File: src/rtl/trng_pkg.sv
// Shared register map, control-bit positions, driver command words and FSM
// encoding for the TRNG core register block.
package trng_pkg;

  localparam logic [15:0] REG_CTRL   = 16'h0000;
  localparam logic [15:0] REG_BIT0   = 16'h0004;
  localparam logic [15:0] REG_STATE0 = 16'h0008;
  localparam logic [15:0] REG_BIT1   = 16'h000C;
  localparam logic [15:0] REG_STATE1 = 16'h0010;
  localparam logic [15:0] REG_BIT2   = 16'h0014;
  localparam logic [15:0] REG_STATE2 = 16'h0018;
  localparam logic [15:0] REG_BIT3   = 16'h001C;
  localparam logic [15:0] REG_STATE3 = 16'h0020;
  localparam logic [15:0] REG_XOR    = 16'h0024;
  localparam logic [15:0] REG_STAT   = 16'h0028;

  localparam int CTRL_EN      = 0;
  localparam int CTRL_RD_EN   = 4;
  localparam int CTRL_RUN     = 5;
  localparam int CTRL_DIV_LSB = 8;

  localparam logic [31:0] CMD_RESET  = 32'h0280_F700;
  localparam logic [31:0] CMD_ENABLE = 32'h0280_F70B;
  localparam logic [31:0] CMD_RUN    = 32'h0280_F76B;
  localparam logic [31:0] CMD_RD_EN  = 32'h0280_F77B;

  typedef enum logic [2:0] {
    ST_IDLE, ST_ARMED, ST_COLLECT, ST_READY, ST_FROZEN
  } trng_state_e;

  function automatic logic [5:0] popcount32(input logic [31:0] v);
    logic [5:0] n;
    n = '0;
    for (int i = 0; i < 32; i++) n = n + 6'(v[i]);
    return n;
  endfunction

endpackage

File: src/rtl/trng_core_regs_if.sv
// Simple SEL/ADDR/WRITE/WDATA/RDATA register bus between the TRNG driver and core.
interface trng_core_regs_if;
  logic        SEL_I;
  logic [31:0] ADDR_I;
  logic        WRITE_I;
  logic [31:0] WDATA_I;
  logic [31:0] RDATA_O;

  modport master (output SEL_I, ADDR_I, WRITE_I, WDATA_I, input RDATA_O);
  modport slave  (input SEL_I, ADDR_I, WRITE_I, WDATA_I, output RDATA_O);
endinterface

File: src/rtl/trng_src_chan.sv
// One entropy channel: input synchronizer, 32-bit sample shift register,
// registered popcount and stuck-source detection.
module trng_src_chan
  import trng_pkg::*;
#(
  parameter int SYNC_STAGES = 2
) (
  input  logic        CLK_I,
  input  logic        RESETN_I,
  input  logic        ent,
  input  logic        shift,
  input  logic        clear,
  input  logic        start,
  input  logic        full,
  output logic [31:0] bits,
  output logic [5:0]  popcnt,
  output logic        stuck
);

  logic [SYNC_STAGES-1:0] sync_q;

  // NOTE: flops use non-blocking assignments so every register samples pre-edge values.
  always_ff @(posedge CLK_I or negedge RESETN_I) begin
    if (!RESETN_I) sync_q <= '0;
    else           sync_q <= {sync_q[SYNC_STAGES-2:0], ent};
  end

  always_ff @(posedge CLK_I or negedge RESETN_I) begin
    if (!RESETN_I) begin
      bits   <= '0;
      popcnt <= '0;
      stuck  <= 1'b0;
    end else begin
      if (clear)      bits <= '0;
      else if (shift) bits <= {bits[30:0], sync_q[SYNC_STAGES-1]};

      if (clear) popcnt <= '0;
      else       popcnt <= popcount32(bits);

      // A full round of identical bits means the oscillator is not toggling.
      if (clear || start)                       stuck <= 1'b0;
      else if (full && (bits == '0 || bits == '1)) stuck <= 1'b1;
    end
  end

endmodule

File: src/rtl/trng_core_regs.sv
// TRNG core: control/status registers, sample-tick divider, collection FSM
// and four entropy channels combined into a registered XOR word.
module trng_core_regs
  import trng_pkg::*;
#(
  parameter int SYNC_STAGES = 2,
  parameter int SAMPLE_BITS = 32
) (
  input  logic             CLK_I,
  input  logic             RESETN_I,
  input  logic [3:0]       ENT_I,
  trng_core_regs_if.slave  bus
);

  localparam logic [5:0] CNT_FULL = 6'(SAMPLE_BITS);
  localparam logic [5:0] CNT_LAST = 6'(SAMPLE_BITS - 1);

  logic [31:0] ctrl_q;
  trng_state_e state_q, state_d;
  logic [5:0]  cnt_q;
  logic [7:0]  div_q;
  logic [31:0] xor_q;
  logic [31:0] bits_w [4];
  logic [5:0]  pop_w  [4];
  logic [3:0]  stuck_w;
  logic        en, rd_en, run, tick, shift, clear, start, cnt_clr, full, busy;
  logic [15:0] addr;
  logic [31:0] rd_mux;
  logic        unused_addr_hi;

  assign en     = ctrl_q[CTRL_EN];
  assign rd_en  = ctrl_q[CTRL_RD_EN];
  assign run    = ctrl_q[CTRL_RUN];
  assign addr   = bus.ADDR_I[15:0];
  assign unused_addr_hi = ^bus.ADDR_I[31:16];
  assign tick   = (state_q == ST_COLLECT) && (div_q == ctrl_q[CTRL_DIV_LSB +: 8]);
  assign full   = (cnt_q == CNT_FULL);
  assign busy   = (state_q != ST_READY) && (state_q != ST_FROZEN);

  for (genvar g = 0; g < 4; g++) begin : g_chan
    trng_src_chan #(.SYNC_STAGES(SYNC_STAGES)) u_chan (
      .CLK_I   (CLK_I),
      .RESETN_I(RESETN_I),
      .ent     (ENT_I[g]),
      .shift   (shift),
      .clear   (clear),
      .start   (start),
      .full    (full),
      .bits    (bits_w[g]),
      .popcnt  (pop_w[g]),
      .stuck   (stuck_w[g])
    );
  end

  // EN=0 dominates, then RUN=0; only then do the per-state rules apply.
  always_comb begin
    // NOTE: every combinational output gets a default first so no latch is inferred.
    state_d = state_q;
    clear   = 1'b0;
    start   = 1'b0;
    cnt_clr = 1'b0;
    shift   = 1'b0;
    if (!en) begin
      state_d = ST_IDLE;
      clear   = 1'b1;
    end else if (state_q == ST_IDLE || !run) begin
      state_d = ST_ARMED;
      cnt_clr = 1'b1;
    end else begin
      case (state_q)
        ST_ARMED:   if (!rd_en) begin state_d = ST_COLLECT; start = 1'b1; end
        ST_COLLECT: if (tick) begin
                      shift = 1'b1;
                      if (cnt_q == CNT_LAST) state_d = ST_READY;
                    end
        ST_READY:   if (rd_en) state_d = ST_FROZEN;
        ST_FROZEN:  if (!rd_en) begin state_d = ST_COLLECT; start = 1'b1; end
        default:    state_d = ST_IDLE;
      endcase
    end
  end

  always_ff @(posedge CLK_I or negedge RESETN_I) begin
    if (!RESETN_I) begin
      state_q <= ST_IDLE;
      cnt_q   <= '0;
      div_q   <= '0;
      xor_q   <= '0;
      ctrl_q  <= '0;
    end else begin
      state_q <= state_d;
      if (clear || cnt_clr || start) cnt_q <= '0;
      else if (shift)                cnt_q <= cnt_q + 6'd1;
      if (state_q == ST_COLLECT && en && run && !tick) div_q <= div_q + 8'd1;
      else                                             div_q <= '0;
      if (clear) xor_q <= '0;
      else       xor_q <= bits_w[0] ^ bits_w[1] ^ bits_w[2] ^ bits_w[3];
      if (bus.SEL_I && bus.WRITE_I && addr == REG_CTRL) ctrl_q <= bus.WDATA_I;
    end
  end

  always_comb begin
    rd_mux = '0;
    case (addr)
      REG_CTRL:   rd_mux = ctrl_q;
      REG_BIT0:   rd_mux = bits_w[0];
      REG_BIT1:   rd_mux = bits_w[1];
      REG_BIT2:   rd_mux = bits_w[2];
      REG_BIT3:   rd_mux = bits_w[3];
      REG_STATE0: rd_mux = {23'b0, stuck_w[0], 2'b0, pop_w[0]};
      REG_STATE1: rd_mux = {23'b0, stuck_w[1], 2'b0, pop_w[1]};
      REG_STATE2: rd_mux = {23'b0, stuck_w[2], 2'b0, pop_w[2]};
      REG_STATE3: rd_mux = {23'b0, stuck_w[3], 2'b0, pop_w[3]};
      REG_XOR:    rd_mux = xor_q;
      REG_STAT:   rd_mux = {12'b0, stuck_w, 2'b0, cnt_q, 3'b0,
                            state_q == ST_FROZEN, state_q == ST_READY, busy, run, en};
      default:    rd_mux = '0;
    endcase
  end

  always_ff @(posedge CLK_I or negedge RESETN_I) begin
    if (!RESETN_I)                     bus.RDATA_O <= '0;
    else if (bus.SEL_I && !bus.WRITE_I) bus.RDATA_O <= rd_mux;
  end

endmodule

File: src/flat_wrapper.sv
// flat-port wrapper written by rule: the top's interface ports become plain ports
module trng_core_regs_flat import trng_pkg::*;
#(
  parameter int SYNC_STAGES = 2,
  parameter int SAMPLE_BITS = 32
)
  (CLK_I, RESETN_I, ENT_I, bus_SEL_I, bus_ADDR_I, bus_WRITE_I, bus_WDATA_I, bus_RDATA_O);
  trng_core_regs_if bus_i ();
  input  logic CLK_I;
  input  logic RESETN_I;
  input  logic [3:0] ENT_I;
  input wire logic [$bits(bus_i.SEL_I)-1:0] bus_SEL_I;
  input wire logic [$bits(bus_i.ADDR_I)-1:0] bus_ADDR_I;
  input wire logic [$bits(bus_i.WRITE_I)-1:0] bus_WRITE_I;
  input wire logic [$bits(bus_i.WDATA_I)-1:0] bus_WDATA_I;
  output wire logic [$bits(bus_i.RDATA_O)-1:0] bus_RDATA_O;
  assign bus_i.SEL_I = bus_SEL_I;
  assign bus_i.ADDR_I = bus_ADDR_I;
  assign bus_i.WRITE_I = bus_WRITE_I;
  assign bus_i.WDATA_I = bus_WDATA_I;
  assign bus_RDATA_O = bus_i.RDATA_O;
  trng_core_regs #(.SYNC_STAGES(SYNC_STAGES), .SAMPLE_BITS(SAMPLE_BITS)) u_core (.CLK_I(CLK_I), .RESETN_I(RESETN_I), .ENT_I(ENT_I), .bus(bus_i));
endmodule
File: config.mk
export PLATFORM = sky130hd
export DESIGN_NAME = trng_core_regs_flat
export DESIGN_NICKNAME = d
export VERILOG_FILES = /design/src/rtl/trng_pkg.sv /design/src/rtl/trng_core_regs_if.sv /design/src/rtl/trng_src_chan.sv /design/src/rtl/trng_core_regs.sv /design/src/flat_wrapper.sv
export SDC_FILE = /design/constraint.sdc
export NUM_CORES = 1
export LEC_CHECK = 0
export CORE_ASPECT_RATIO = 0.75
export CORE_MARGIN = 10
export CORE_UTILIZATION = 49
export DETAILED_ROUTE_END_ITERATION = 8
export HOLD_SLACK_MARGIN = 0.08
export PLACE_DENSITY = 0.75
export SLEW_MARGIN = 20
export SYNTH_ARGS = -nofsm -noshare
export SYNTH_HDL_FRONTEND = slang
export SYNTH_SLANG_ARGS = --single-unit
File: constraint.sdc
create_clock -name CLK_I -period 15.2 [get_ports CLK_I]
set_input_delay 1.52 -clock CLK_I [delete_from_list [all_inputs] [get_ports CLK_I]]
set_output_delay 1.52 -clock CLK_I [all_outputs]
set_load 0.05 [all_outputs]
==> flow_summary.ini <==
[critical_path]
worstReg2RegStart = u_core.g_chan[0].u_chan.bits[0]
crit_fanout = 6
timing.rr.end = u_core.g_chan[0].u_chan.popcnt[4]
worstPathRequired_ns = 15.69
critPathCaptureType = flip-flop
crit_arrival_ns = 5.78
reg2reg_slack_ns = 9.91
startpoint_type = flip-flop
reg2regPathDepth = 14
crit_type = reg2reg

[sta]
hold_slack_ns = 0.339
hold_violations = 0
max_slew.worst_pin.slew_ns = 1.09
tns_ns = 0
setup_viol = 0
clock.fmax_mhz = 189
rsz0062_at_grt = false
period_needed_ns = 5.29
skew_ns = 0.0222
fin_crit_sh = 0.348
maxSlewViolCount = 0
timing.slew.headroom = 0.274

[clock_network]
cts.clk_slew.worst_paths_ns = 0.07
numCtsBuffers = 29
cts_buffer_depth = 3
post_cts_buffers = 0
cts.sinks = 277
cts_tree = built
cts_hold_buf = 0
cts_root_buf = clkbuf_16
cts_resized = 0
clkLatencyLatePin_ns = 0.57
htreeDepth = 1

[layout]
fin_nets = 1717
area_growth_pct = 11.7
num_antenna_cells = 0
final_core_util = 0.553
fillers = 2822
drive_gt1_frac = 0.0640

[floorplanning]
core_sq_um = 33400
start_util = 0.496
die_h_um = 179
die_area_sq_um = 41600
io_pins = 104
dieWidth_um = 232
core.rowCount = 58

[grt]
antenna_found_initial = 1
grt_pass1_vias = 12100
grt_max_degree = 129
grt_usage = 0.227
overflow = 0
grt_pass1_wl_um = 73600

[synthesis]
yosysTopAreaCell = dfrtp_1
synth_fp_nets = 1739
synth-compound-area-share = 0.145
synth_top_cell_area_share = 0.419
synthAdderAreaFrac = 0.146
synthFlopType = dfrtp_1
yosys-mux-area-fraction = 0.0281
synth_top_family_by_area = adder cells
ys_ff_latch = 277
synth.avg_cell_area_sq_um = 10.8
synth_edf_count = 0
synth-xor-area-share = 0.0646
synthTopCellsByArea = dfrtp_1 (42%), fa_1 (12%), a22o_1 (7.1%)
synth-simple-area-share = 0.115
yosysWarnings = 0
synthArstFlopShare = 1.00
yosysSeqAreaShare = 0.419
mappedNetlistArea_sq_um = 16500
synthCells = 1532
synthDistinctLibCells = 64

[placement]
hpwl_um = 33100
io_buffers = 87
place.gp.congestion = 0.959

[pwr]
p_leak_nw = 8.71
peakVddDrop_v = 0.0000808
cellPowerDensity_nw_per_um2 = 81.3

[detailed_routing]
dr.pass1.iters = 7
wl_um = 47200
drt_iter0_drc = 1638
antenna_left = 0
wl_per_cell_um = 23.8
drc = 0
via_count = 12300
via_per_inst = 6.20

[status]
status = complete, no violations

[job]
drv_cap = 0

[hold_path]
whs_path_depth = 0
whs_endpoint = u_core.g_chan[2].u_chan.sync_q[1]
hp-class = reg2reg
holdCritStartpoint = u_core.g_chan[2].u_chan.sync_q[0]
## sequential cells by signal, indices dropped and copies added (netlist names)
| name | flops |
|---|---|
| u_core.state_q | 3 |
| u_core.g_chan.u_chan.bits | 128 |
| u_core.g_chan.u_chan.sync_q | 8 |
| u_core.g_chan.u_chan.stuck | 4 |
| u_core.xor_q | 32 |
| u_core.div_q | 8 |
| u_core.bus.RDATA_O | 32 |
| u_core.cnt_q | 6 |
| u_core.g_chan.u_chan.popcnt | 24 |
| u_core.ctrl_q | 32 |
## cell usage after synthesis, drive strengths merged (10+ instances only)
cell / count
inv: 178
a222oi: 21
xor2: 49
a221oi: 19
ha: 39
a21oi: 26
clkbuf: 118
a22oi: 38
dfrtp: 277
a21o: 11
nor2b: 10
and2: 48
nor3: 10
buf: 38
o21ai: 29
xnor2: 73
a22o: 134
nand4: 44
nor4: 44
nand3: 20
nand2: 71
fa: 96
mux2: 36
nor2: 34
## report_power, final
group / leakage (nW) / switching [mW] / internal (mW)
sequential: 3.85 / 0.000278 / 0.738
clock: 0.476 / 0.302 / 0.422
combinational: 4.39 / 0.0233 / 0.0154
total: 8.71 / 0.325 / 1.18
## per-stage QoR
| stage | power, mW | cells | area [sq um] | setup slack [ns] |
|---|---|---|---|---|
| detailed placement | 0.791 | 1927 | 17400 | 9.99 |
| finish | 1.50 | 1981 | 18500 | 9.91 |
| global placement | 0.790 | 1927 | 17400 | 10.06 |
| CTS | 1.51 | 1979 | 18400 | 9.95 |
| floorplan | 0.758 | 1532 | 16500 | 10.37 |
| global route | 1.54 | 1981 | 18500 | 9.70 |
## worst max-delay path: stages (launching register included)
cell and delay [ns]:
dfrtp_1 0.63, inv_1 0.17, fa_1 0.57, fa_1 0.43
fa_1 0.46, fa_1 0.57, fa_1 0.47, fa_1 0.51
inv_1 0.05, ha_1 0.21, fa_1 0.46, a21o_1 0.19
a21oi_1 0.16, xnor2_1 0.17, and2_1 0.15
## cells in the final DEF, fill, tap and decap left out, types with 38 or more instances in the layout
cell type        synthesis  layout
fa_1                    96      96
clkdlybuf4s50_1          0      86
and2_1                  48      48
xnor2_1                 73      73
ha_1                    39      39
nand2_1                 71      71
a22o_1                 134     134
nand4_1                 43      43
xor2_1                  49      49
inv_1                  178     178
a22oi_1                 38      38
dfrtp_1                277     277
## worst max-delay path by stage
stage / start / slack [ns] / end
4_1_cts: u_core.g_chan[0].u_chan.bits[0] / 9.95 / u_core.g_chan[0].u_chan.popcnt[4]
5_1_grt: u_core.g_chan[0].u_chan.bits[0] / 9.70 / u_core.g_chan[0].u_chan.popcnt[4]
3_5_place_dp: u_core.g_chan[0].u_chan.bits[0] / 9.99 / u_core.g_chan[0].u_chan.popcnt[4]
3_3_place_gp: u_core.g_chan[0].u_chan.bits[5] / 10.06 / u_core.g_chan[0].u_chan.popcnt[4]
6_report: u_core.g_chan[0].u_chan.bits[0] / 9.91 / u_core.g_chan[0].u_chan.popcnt[4]
2_1_floorplan: u_core.g_chan[1].u_chan.bits[23] / 10.37 / u_core.g_chan[1].u_chan.popcnt[4]
## per-layer routing
layer	GRT usage	up-vias	part of all wire
met5	0	-	0
met4	0.0630	0	0.032
met3	0.0546	105	0.11
met2	0.331	723	0.43
met1	0.329	6237	0.43
li1	-	5223	-
## logic make-up after synthesis
logic type / count (synthesis)
buffers and inverters: 334
and+or+nand+nor: 321
AOI/OAI and AO/OA: 301
DFF: 277
adders and majority gates: 135
xor gates and xnor gates: 122
muxes: 42
## final cells by class
class | count | area, sq um | area share
sequential | 277 | 6930 | 0.375
inverter | 178 | 668 | 0.0362
clock buffer | 45 | 896 | 0.0485
clock inverter | 7 | 83.8 | 0.00454
tap | 450 | 563 | 0.0305
timing repair buffer | 103 | 1040 | 0.0561
multi-input combinational | 921 | 8300 | 0.449
Power figures use the tool's default switching activity.
